[config.mk]
export PLATFORM = sky130hd
export DESIGN_NAME = nibble_serial_adder
export DESIGN_NICKNAME = d
export VERILOG_FILES = /design/src/rtl/nibble_serial_adder.sv
export SDC_FILE = /design/constraint.sdc
export NUM_CORES = 1
export LEC_CHECK = 0
export CORE_ASPECT_RATIO = 1.1
export CORE_MARGIN = 10
export CORE_UTILIZATION = 30
export DETAILED_ROUTE_END_ITERATION = 8
export REMOVE_ABC_BUFFERS = 1
export SETUP_SLACK_MARGIN = 0.05
export SYNTH_ARGS = -nofsm -noshare
export SYNTH_HDL_FRONTEND = slang
export SYNTH_SLANG_ARGS = --single-unit
[constraint.sdc]
create_clock -name clk -period 5.2 [get_ports clk]
set_clock_uncertainty 0.15 [all_clocks]
set_input_delay 0.78 -clock clk [delete_from_list [all_inputs] [get_ports clk]]
set_output_delay 0.78 -clock clk [all_outputs]
set_load 0.005 [all_outputs]
[src/rtl/nibble_serial_adder.sv]
// -----------------------------------------------------------------------------
// nibble_serial_adder
//   Multi-cycle WIDTH-bit adder/subtractor built around one 4-bit ripple-carry
//   slice. Operands are accepted in IDLE. One nibble is processed per clock,
//   LSB nibble first, with the carry held in a register between nibbles. The
//   result is held in DONE until the consumer takes it. Only one operation is
//   in flight at a time.
//
// Ports
//   clk        in   rising-edge clock
//   rst_n      in   asynchronous active-low reset
//   in_valid   in   operands present
//   in_ready   out  block can accept operands (IDLE only, never while in reset)
//   a, b       in   WIDTH-bit operands (two's complement for ovf)
//   cin        in   carry-in for addition; ignored when op_sub=1
//   op_sub     in   0: a+b+cin, 1: a-b computed as a+~b+1
//   out_valid  out  result present
//   out_ready  in   consumer accepts result
//   sum        out  WIDTH-bit result, meaningful only while out_valid=1
//   cout       out  carry out of the MSB (subtract: 1 = no borrow)
//   ovf        out  signed overflow
// -----------------------------------------------------------------------------
module nibble_serial_adder #(
  parameter int WIDTH = 16
) (
  input  logic             clk,
  input  logic             rst_n,
  input  logic             in_valid,
  output logic             in_ready,
  input  logic [WIDTH-1:0] a,
  input  logic [WIDTH-1:0] b,
  input  logic             cin,
  input  logic             op_sub,
  output logic             out_valid,
  input  logic             out_ready,
  output logic [WIDTH-1:0] sum,
  output logic             cout,
  output logic             ovf
);

  localparam int NIBBLES = WIDTH / 4;
  // A single-nibble build still needs a one-bit counter.
  localparam int CW      = (NIBBLES > 1) ? $clog2(NIBBLES) : 1;

  typedef enum logic [1:0] {
    ST_IDLE = 2'd0,
    ST_RUN  = 2'd1,
    ST_DONE = 2'd2
  } state_t;

  // 4-bit ripple-carry slice: returns {carry_out, sum[3:0]}.
  function automatic logic [4:0] rca4(input logic [3:0] x, input logic [3:0] y,
                                      input logic c);
    logic [4:0] r;
    logic       cc;
    cc = c;
    r  = 5'd0;
    for (int i = 0; i < 4; i++) begin
      r[i] = x[i] ^ y[i] ^ cc;
      cc   = (x[i] & y[i]) | (cc & (x[i] ^ y[i]));
    end
    r[4] = cc;
    return r;
  endfunction

  state_t          state_q, state_d;
  logic [CW-1:0]   cnt_q, cnt_d;
  logic [WIDTH-1:0] a_q, a_d;
  logic [WIDTH-1:0] b_q, b_d;       // b already inverted for subtraction
  logic            carry_q, carry_d;
  logic [WIDTH-1:0] sum_q, sum_d;
  logic            cout_q, cout_d;
  logic            ovf_q, ovf_d;
  logic            rdy_en_q;        // keeps in_ready low until first edge after reset

  logic            accept_s;
  logic            last_s;
  logic [WIDTH-1:0] a_sh_s, b_sh_s, nib_sh_s;
  logic [4:0]      slice_s;

  // State register.
  always_ff @(posedge clk or negedge rst_n) begin
    if (!rst_n) begin
      state_q <= ST_IDLE;
    end else begin
      state_q <= state_d;
    end
  end

  // Next-state logic.
  always_comb begin
    state_d = state_q;
    case (state_q)
      ST_IDLE: begin
        if (accept_s) state_d = ST_RUN;
        else          state_d = ST_IDLE;
      end
      ST_RUN: begin
        if (last_s) state_d = ST_DONE;
        else        state_d = ST_RUN;
      end
      ST_DONE: begin
        if (out_ready) state_d = ST_IDLE;
        else           state_d = ST_DONE;
      end
      default: state_d = ST_IDLE;
    endcase
  end

  // Output decode from registered state.
  always_comb begin
    in_ready  = (state_q == ST_IDLE) && rdy_en_q;
    out_valid = (state_q == ST_DONE);
    sum       = sum_q;
    cout      = cout_q;
    ovf       = ovf_q;
  end

  // Slice operand selection for the current nibble.
  always_comb begin
    accept_s = in_valid && (state_q == ST_IDLE) && rdy_en_q;
    last_s   = (cnt_q == CW'(NIBBLES - 1));
    a_sh_s   = a_q >> {cnt_q, 2'b00};
    b_sh_s   = b_q >> {cnt_q, 2'b00};
    nib_sh_s = WIDTH'(4'hF) << {cnt_q, 2'b00};
    slice_s  = rca4(a_sh_s[3:0], b_sh_s[3:0], carry_q);
  end

  // Datapath next-state: operand capture in IDLE, one nibble per RUN cycle.
  always_comb begin
    cnt_d   = cnt_q;
    a_d     = a_q;
    b_d     = b_q;
    carry_d = carry_q;
    sum_d   = sum_q;
    cout_d  = cout_q;
    ovf_d   = ovf_q;
    case (state_q)
      ST_IDLE: begin
        if (accept_s) begin
          a_d     = a;
          b_d     = op_sub ? ~b : b;
          carry_d = op_sub ? 1'b1 : cin;
          cnt_d   = '0;
        end else begin
          cnt_d   = cnt_q;
        end
      end
      ST_RUN: begin
        sum_d   = (sum_q & ~nib_sh_s) | (WIDTH'(slice_s[3:0]) << {cnt_q, 2'b00});
        carry_d = slice_s[4];
        if (last_s) begin
          cnt_d  = '0;
          cout_d = slice_s[4];
          // Overflow: operands agree in sign but the result sign differs.
          ovf_d  = (a_q[WIDTH-1] == b_q[WIDTH-1]) && (slice_s[3] != a_q[WIDTH-1]);
        end else begin
          cnt_d  = cnt_q + CW'(1);
        end
      end
      default: begin
        cnt_d = cnt_q;
      end
    endcase
  end

  // Datapath registers.
  always_ff @(posedge clk or negedge rst_n) begin
    if (!rst_n) begin
      cnt_q    <= '0;
      a_q      <= '0;
      b_q      <= '0;
      carry_q  <= 1'b0;
      sum_q    <= '0;
      cout_q   <= 1'b0;
      ovf_q    <= 1'b0;
      rdy_en_q <= 1'b0;
    end else begin
      cnt_q    <= cnt_d;
      a_q      <= a_d;
      b_q      <= b_d;
      carry_q  <= carry_d;
      sum_q    <= sum_d;
      cout_q   <= cout_d;
      ovf_q    <= ovf_d;
      rdy_en_q <= 1'b1;
    end
  end

endmodule

# Word-level counts from Yosys, hierarchy flattened
# Cells that the tools add are included.
dict set report word_totals {
  ff_bits 56
  input_bits 38
  output_inout_bits 20
  word_cells 64
}
dict set report op_classes {
  add_sub_neg 1
  eq_ne 6
  n_shift 4
  mux 11
  bitwise_logic 24
  n_reduce_logical 9
}
# cell n
set op_table {}
lappend op_table {{NOT 16 bit} 2}
lappend op_table {{right shift 16 x 4 -> 4 bit} 2}
lappend op_table {{AND 16 bit} 1}
lappend op_table {{two-way mux 16 bit} 1}
lappend op_table {{OR 16 bit} 1}
lappend op_table {{left shift 4 x 4 -> 16 bit} 1}
lappend op_table {{left shift 4 x 4 -> 16 bit (first input constant)} 1}
lappend op_table {{AND 1 bit} 8}
lappend op_table {{two-way mux 2 bit} 4}
lappend op_table {{XOR 1 bit} 8}
lappend op_table {{one-hot mux 2 bit (3 select lines)} 1}
lappend op_table {{AND reduction 2 bit} 3}
lappend op_table {{== test 2 bit (second input constant)} 2}
lappend op_table {{logical AND 1 bit} 4}
lappend op_table {{OR 1 bit} 4}
lappend op_table {{one-hot mux 2 bit (2 select lines)} 1}
lappend op_table {{two-way mux 1 bit} 3}
lappend op_table {{adder 2 x 1 -> 2 bit (second input constant)} 1}
lappend op_table {{== test 2 x 1 -> 1 bit (second input constant)} 1}
lappend op_table {{logical NOT 2 bit} 1}
lappend op_table {{inequality test 2 bit (second input constant)} 1}
lappend op_table {{one-hot mux 1 bit (2 select lines)} 1}
lappend op_table {{nonzero test 2 bit} 1}
lappend op_table {{== test 1 bit} 1}
lappend op_table {{inequality test 1 bit} 1}

# Depth between registers and ports, before layout
dict set report logic_depth {
  ltp_word 11
  depth_mapped 11
}

# Least setup slack after synthesis
# No wires, ideal clock.
dict set report synth_path {
  kind {register -> register}
  start {reg cnt_q[0]}
  end {reg ovf_q (netlist: ovf)}
  setup_time_ps 129
  arrival_ps 2776
  t_required_ps 4921
  slack_ps 2145
  path_stages_with_launch 12
  period_less_slack_ps 3055
  path_cell_list {dfrtp_1 -> buf_2 -> mux4_2 -> inv_1 -> fa_1 -> fa_1 -> inv_1 -> fa_1 -> fa_1 -> and3b_1 -> a21oi_1 -> o21ai_1}
}
dict set report synth_between {
  elab_chain_cells 11
  word_cells_on_any_way 20
  classes_between {eq/ne (2); shift (2); bitwise (14); reduce/logical (2)}
}
# item line
set synth_lines {}
lappend synth_lines {{start, declared} 67} ;# logic [CW-1:0] cnt_q, cnt_d;
lappend synth_lines {{start signal, assigned} 179} ;# cnt_q <= cnt_d;
lappend synth_lines {{right shift 16 x 4 -> 4 bit (on tied branches)} {123, 124}}
lappend synth_lines {{XOR 1 bit} 60} ;# cc = (x[i] & y[i]) | (cc & (x[i] ^ y[i]));
lappend synth_lines {{AND 1 bit} 60}
lappend synth_lines {{OR 1 bit} 60}
lappend synth_lines {{AND 1 bit} 60}
lappend synth_lines {{OR 1 bit} 60}
lappend synth_lines {{AND 1 bit} 60}
lappend synth_lines {{OR 1 bit} 60}
lappend synth_lines {{XOR 1 bit} 59} ;# r[i] = x[i] ^ y[i] ^ cc;
lappend synth_lines {{inequality test 1 bit} 156} ;# ovf_d = (a_q[WIDTH-1] == b_q[WIDTH-1]) && (slice_s[3] != a_q[WIDTH-1]);
lappend synth_lines {{logical AND 1 bit} 156}
lappend synth_lines {{end signal, assigned} 185} ;# ovf_q <= ovf_d;
lappend synth_lines {{end, declared} 73} ;# logic ovf_q, ovf_d;
# Parallel ways exist; a longest one is shown, timed or not.
# A chain may end at the register's enable or synchronous reset.

# Worst setup path after layout
# Ends and elaborated chain as after synthesis.

==> flow_summary_export.csv <==
group,metric,value,unit
timing,timing_hold_violations_final,0,
timing,fin_crit,3.609,ns
floorplanning,design.die.area,13090,um2
floorplanning,initial_core_util,30.43,%
cts,clock_tree.root_cell,"clkbuf_8",
cts,worst_skew_pair.late_latency,0.31,ns
cts,cts.clk_slew.worst_paths,0.11,ns
global_routing,use_met2,14.69,%
detailed_routing,detail_route.wl_per_cell,15.33,um
cts,post_cts_resized,0,
setup_path,worst-endpoint-arrival,3.64,ns
global_routing,overflow,0,
job,number_of_violations_of_the_max_capacitance_limit,0,
timing,slew_viol_final,0,
yosys,post_synth_mux_area_share,15.59,%
yosys,yosys_most_used_dff,"dfrtp_1",
setup_path,reg2reg_setup_slack,1.59,ns
timing,setup_total_negative_slack,0,ns
global_routing,grtUsageTotal,9.200,%
yosys,synth.ff_latch_count,56,
setup_path,crit_path_start_kind,"flop",
final_layout,share_of_post_route_cells_with_drive_strength_above_1,12.88,%
detailed_routing,drt_drc_violations_left,0,
cts,cts_sinks,56,
placement,gp_routability_congestion,0.7554,
timing,period_share,69.40,%
detailed_routing,vias_per_cell,4.638,
yosys,synth_simple_gate_area_share,7.303,%
detailed_routing,num_vias,1753,
power,cellLeakagePower,0.001417,uW
timing,max_fclk,277.1,MHz
setup_path,worstSetupEndpointType,"flop",
timing,final_setup_viols,0,
setup_path,critical-path-top-cell-by-count,"fa_1",
floorplanning,die_h,119.0,um
yosys,synth.most_common_cell,"dfrtp_1",
cts,tritoncts,"built",
yosys,postSynthCellCount,209,
detailed_routing,detail_route.iter0.violations,71,
yosys,dominant_combinational_cell_family_by_area_after_synthesis,"multiplexers",
yosys,compound_gate_fraction_of_synth_area,10.02,%
power,power.density,622.3,nW/um2
setup_path,kind_of_cell_adding_the_most_delay_to_the_critical_path,"adder cells",
setup_path,rr_startpoint,"cnt_q[0]",
detailed_routing,total_wirelength_of_the_detailed_routed_design,5793,um
setup_path,crit_start,"cnt_q[0]",
yosys,synth_area,2673,um2
final_layout,final_core_utilization,38.97,%
setup_path,worstPathCellList,"mux4_2 > inv_1 > fa_1 > fa_1 > inv_1 > fa_1 > fa_1 > and3b_1 > a21oi_1 > o21ai_1",
floorplanning,core_area,8783,um2
min_path,min-delay-path-class,"reg -> reg",
cts,cts_made_buffers,5,
setup_path,timing.critical_path.depth,10,
detailed_routing,drt_pre_antenna_iters,4,
final_layout,antenna-diode-count,0,
global_routing,globalRoute.busiestLayer,"met2",
run_status,outcome,"finished clean",
cts,postCtsSetupBuffers,0,
setup_path,r2r_cells,10,
placement,portBuffers,57,
timing,timing_worst_slew_pin_value,0.9372,ns
yosys,number_of_different_library_cells_in_the_post_synthesis_netlist,31,
final_layout,multi_input_area,1154,um2
placement,detailed_place_hpwl,4346,um
setup_path,timing.setup.critical_path_class,"reg -> reg",
yosys,yosys-top-cells-area,"dfrtp_1 52%, mux2_4 6.7%, mux4_2 6.7%",
placement,dpl-instance-area,3312,um2
final_layout,layout-area-overhead-vs-synth,28.09,%
final_layout,final_area,3423,um2
yosys,syn_avg_cell_area,12.79,um2
detailed_routing,ant_nets,0,
yosys,synth-xor-area-share,5.243,%
yosys,synth.cells.most_frequent,"56 x dfrtp_1, 24 x nor2_1, 17 x a21oi_1, 16 x xnor2_1, 12 x mux2_4",
timing,timing.max_slew.rel_slack,37.33,%
global_routing,use_met1,11.85,%
yosys,synth_top_area_share,52.43,%
yosys,synth_edf_count,0,
floorplanning,row_count,36,
timing,postLayoutSetupSlackWorst,1.591,ns
setup_path,critical_path.slowest_cell,"dfrtp_1",
global_routing,grt_pass1_vias,1914,
cts,total_of_hold_buffers_inserted_after_clock_tree_synthesis,0,
yosys,ys_seq_area_share,52.43,%
global_routing,antenna_found_initial,0,
final_layout,final_nets,309,
final_layout,register_area,1401,um2
floorplanning,die_span_x,110.0,um
setup_path,path_max_fanout,17,
yosys,postSynth.asyncResetShare,100.0,%
timing,grt_setup_unrepaired,"no",
setup_path,cp_data_required_time,5.23,ns
floorplanning,floorplan.io_pins,58,
yosys,leading_area_contributor_after_synthesis,"dfrtp_1",
power,max-vdd-ir-drop,0.0002521,V
cts,htree_num_levels,2,
final_layout,layout.filler_cells,852,
setup_path,slowest_delay,0.85,ns
placement,dp_worst_setup_slack,1.601,ns
yosys,post_synth_fa_ha_maj_area_fraction,4.869,%
global_routing,grt_max_degree,57,
setup_path,timing.rr.end,"ovf",
setup_path,worstSetupEndpoint,"ovf",
yosys,synth_warnings,0,
setup_path,critical_path_buf_inv_count,2,
cts,clock_tree.buffer_depth,2,
global_routing,groute.layer.met3.usage,2.589,%
power,finalPower,2130,uW
global_routing,grt_pass1_wl,9742,um
[report_power, final]
part	total, uW	switching (uW)	internal, uW
Combinational	1040	461	575
Sequential	810	166	644
Clock	284	142	143
[layout make-up]
cell class / count / area share, %
clock inverters: 3 / 1.243
multi-input cells: 132 / 33.70
clock buffers: 5 / 2.010
well taps: 114 / 4.167
flip-flops and latches: 56 / 40.94
repair buffers: 59 / 16.96
inverters: 9 / 0.9868
[sequential cells by signal (all words and copies together), names as in the netlist]
signal	flops
rdy_en_q	1
carry_q	1
sum	16
a_q	16
state_q	2
cout	1
ovf	1
cnt_q	2
b_q	16
[stage by stage]
| step | std cells | hold WS, ns |
|---|---|---|
| 4_1_cts | 378 | 0.3557 |
| 3_5_place_dp | 370 | 0.3314 |
| 5_1_grt | 378 | 0.3660 |
| 6_report | 378 | 0.3495 |
| 2_1_floorplan | 197 | 0.3026 |
| 3_3_place_gp | 370 | 0.3212 |
[logic make-up (layout without fill, tap and decap cells)]
| logic type | Yosys count | in the layout |
|---|---|---|
| muxes | 25 | 25 |
| other | 1 | 1 |
| AOI/OAI and AO/OA | 39 | 39 |
| xor gates and xnor gates | 16 | 16 |
| DFF | 56 | 56 |
| adders and majority gates | 8 | 8 |
| buffers and inverters | 21 | 76 |
| and+or+nand+nor | 43 | 43 |
[cell usage in the layout, fill, tap and decap left out, types with 2 or more instances in the layout]
cell type,n
ha_1,4
nand2_1,10
inv_1,7
clkbuf_8,5
xnor2_1,16
clkdlybuf4s50_1,56
mux2_4,12
buf_4,2
nand2b_1,2
fa_1,4
mux2_1,5
inv_2,2
a22o_1,6
a21oi_1,17
o21ai_1,3
mux4_2,8
a32o_1,8
o31ai_1,2
dfrtp_1,56
nor2_1,24
[worst min-delay path by stage]
stage	start	end	slack, ns	cells after the start
2_1_floorplan	a_q[8]	a_q[8]	0.30	1
3_3_place_gp	sum[14]	sum[14]	0.32	2
3_5_place_dp	sum[7]	sum[7]	0.33	1
4_1_cts	sum[7]	sum[7]	0.36	1
5_1_grt	sum[14]	sum[14]	0.37	2
6_report	sum[14]	sum[14]	0.35	2
[tightest hold or removal path, delay by kind of cell, from the launching register on]
kind             cells  cell delay (ns)
AO/OA/AOI/OAI        1             0.06
flip-flops           1             0.36
AND/OR/NAND/NOR      1             0.05
[per-layer routing]
| layer | part of all wire, % | up-vias |
|---|---|---|
| met3 | 6.3 | 2 |
| met5 | 0 | - |
| li1 | - | 837 |
| met4 | 0.52 | 0 |
| met1 | 45 | 865 |
| met2 | 48 | 49 |
Power figures use the tool's default switching activity.
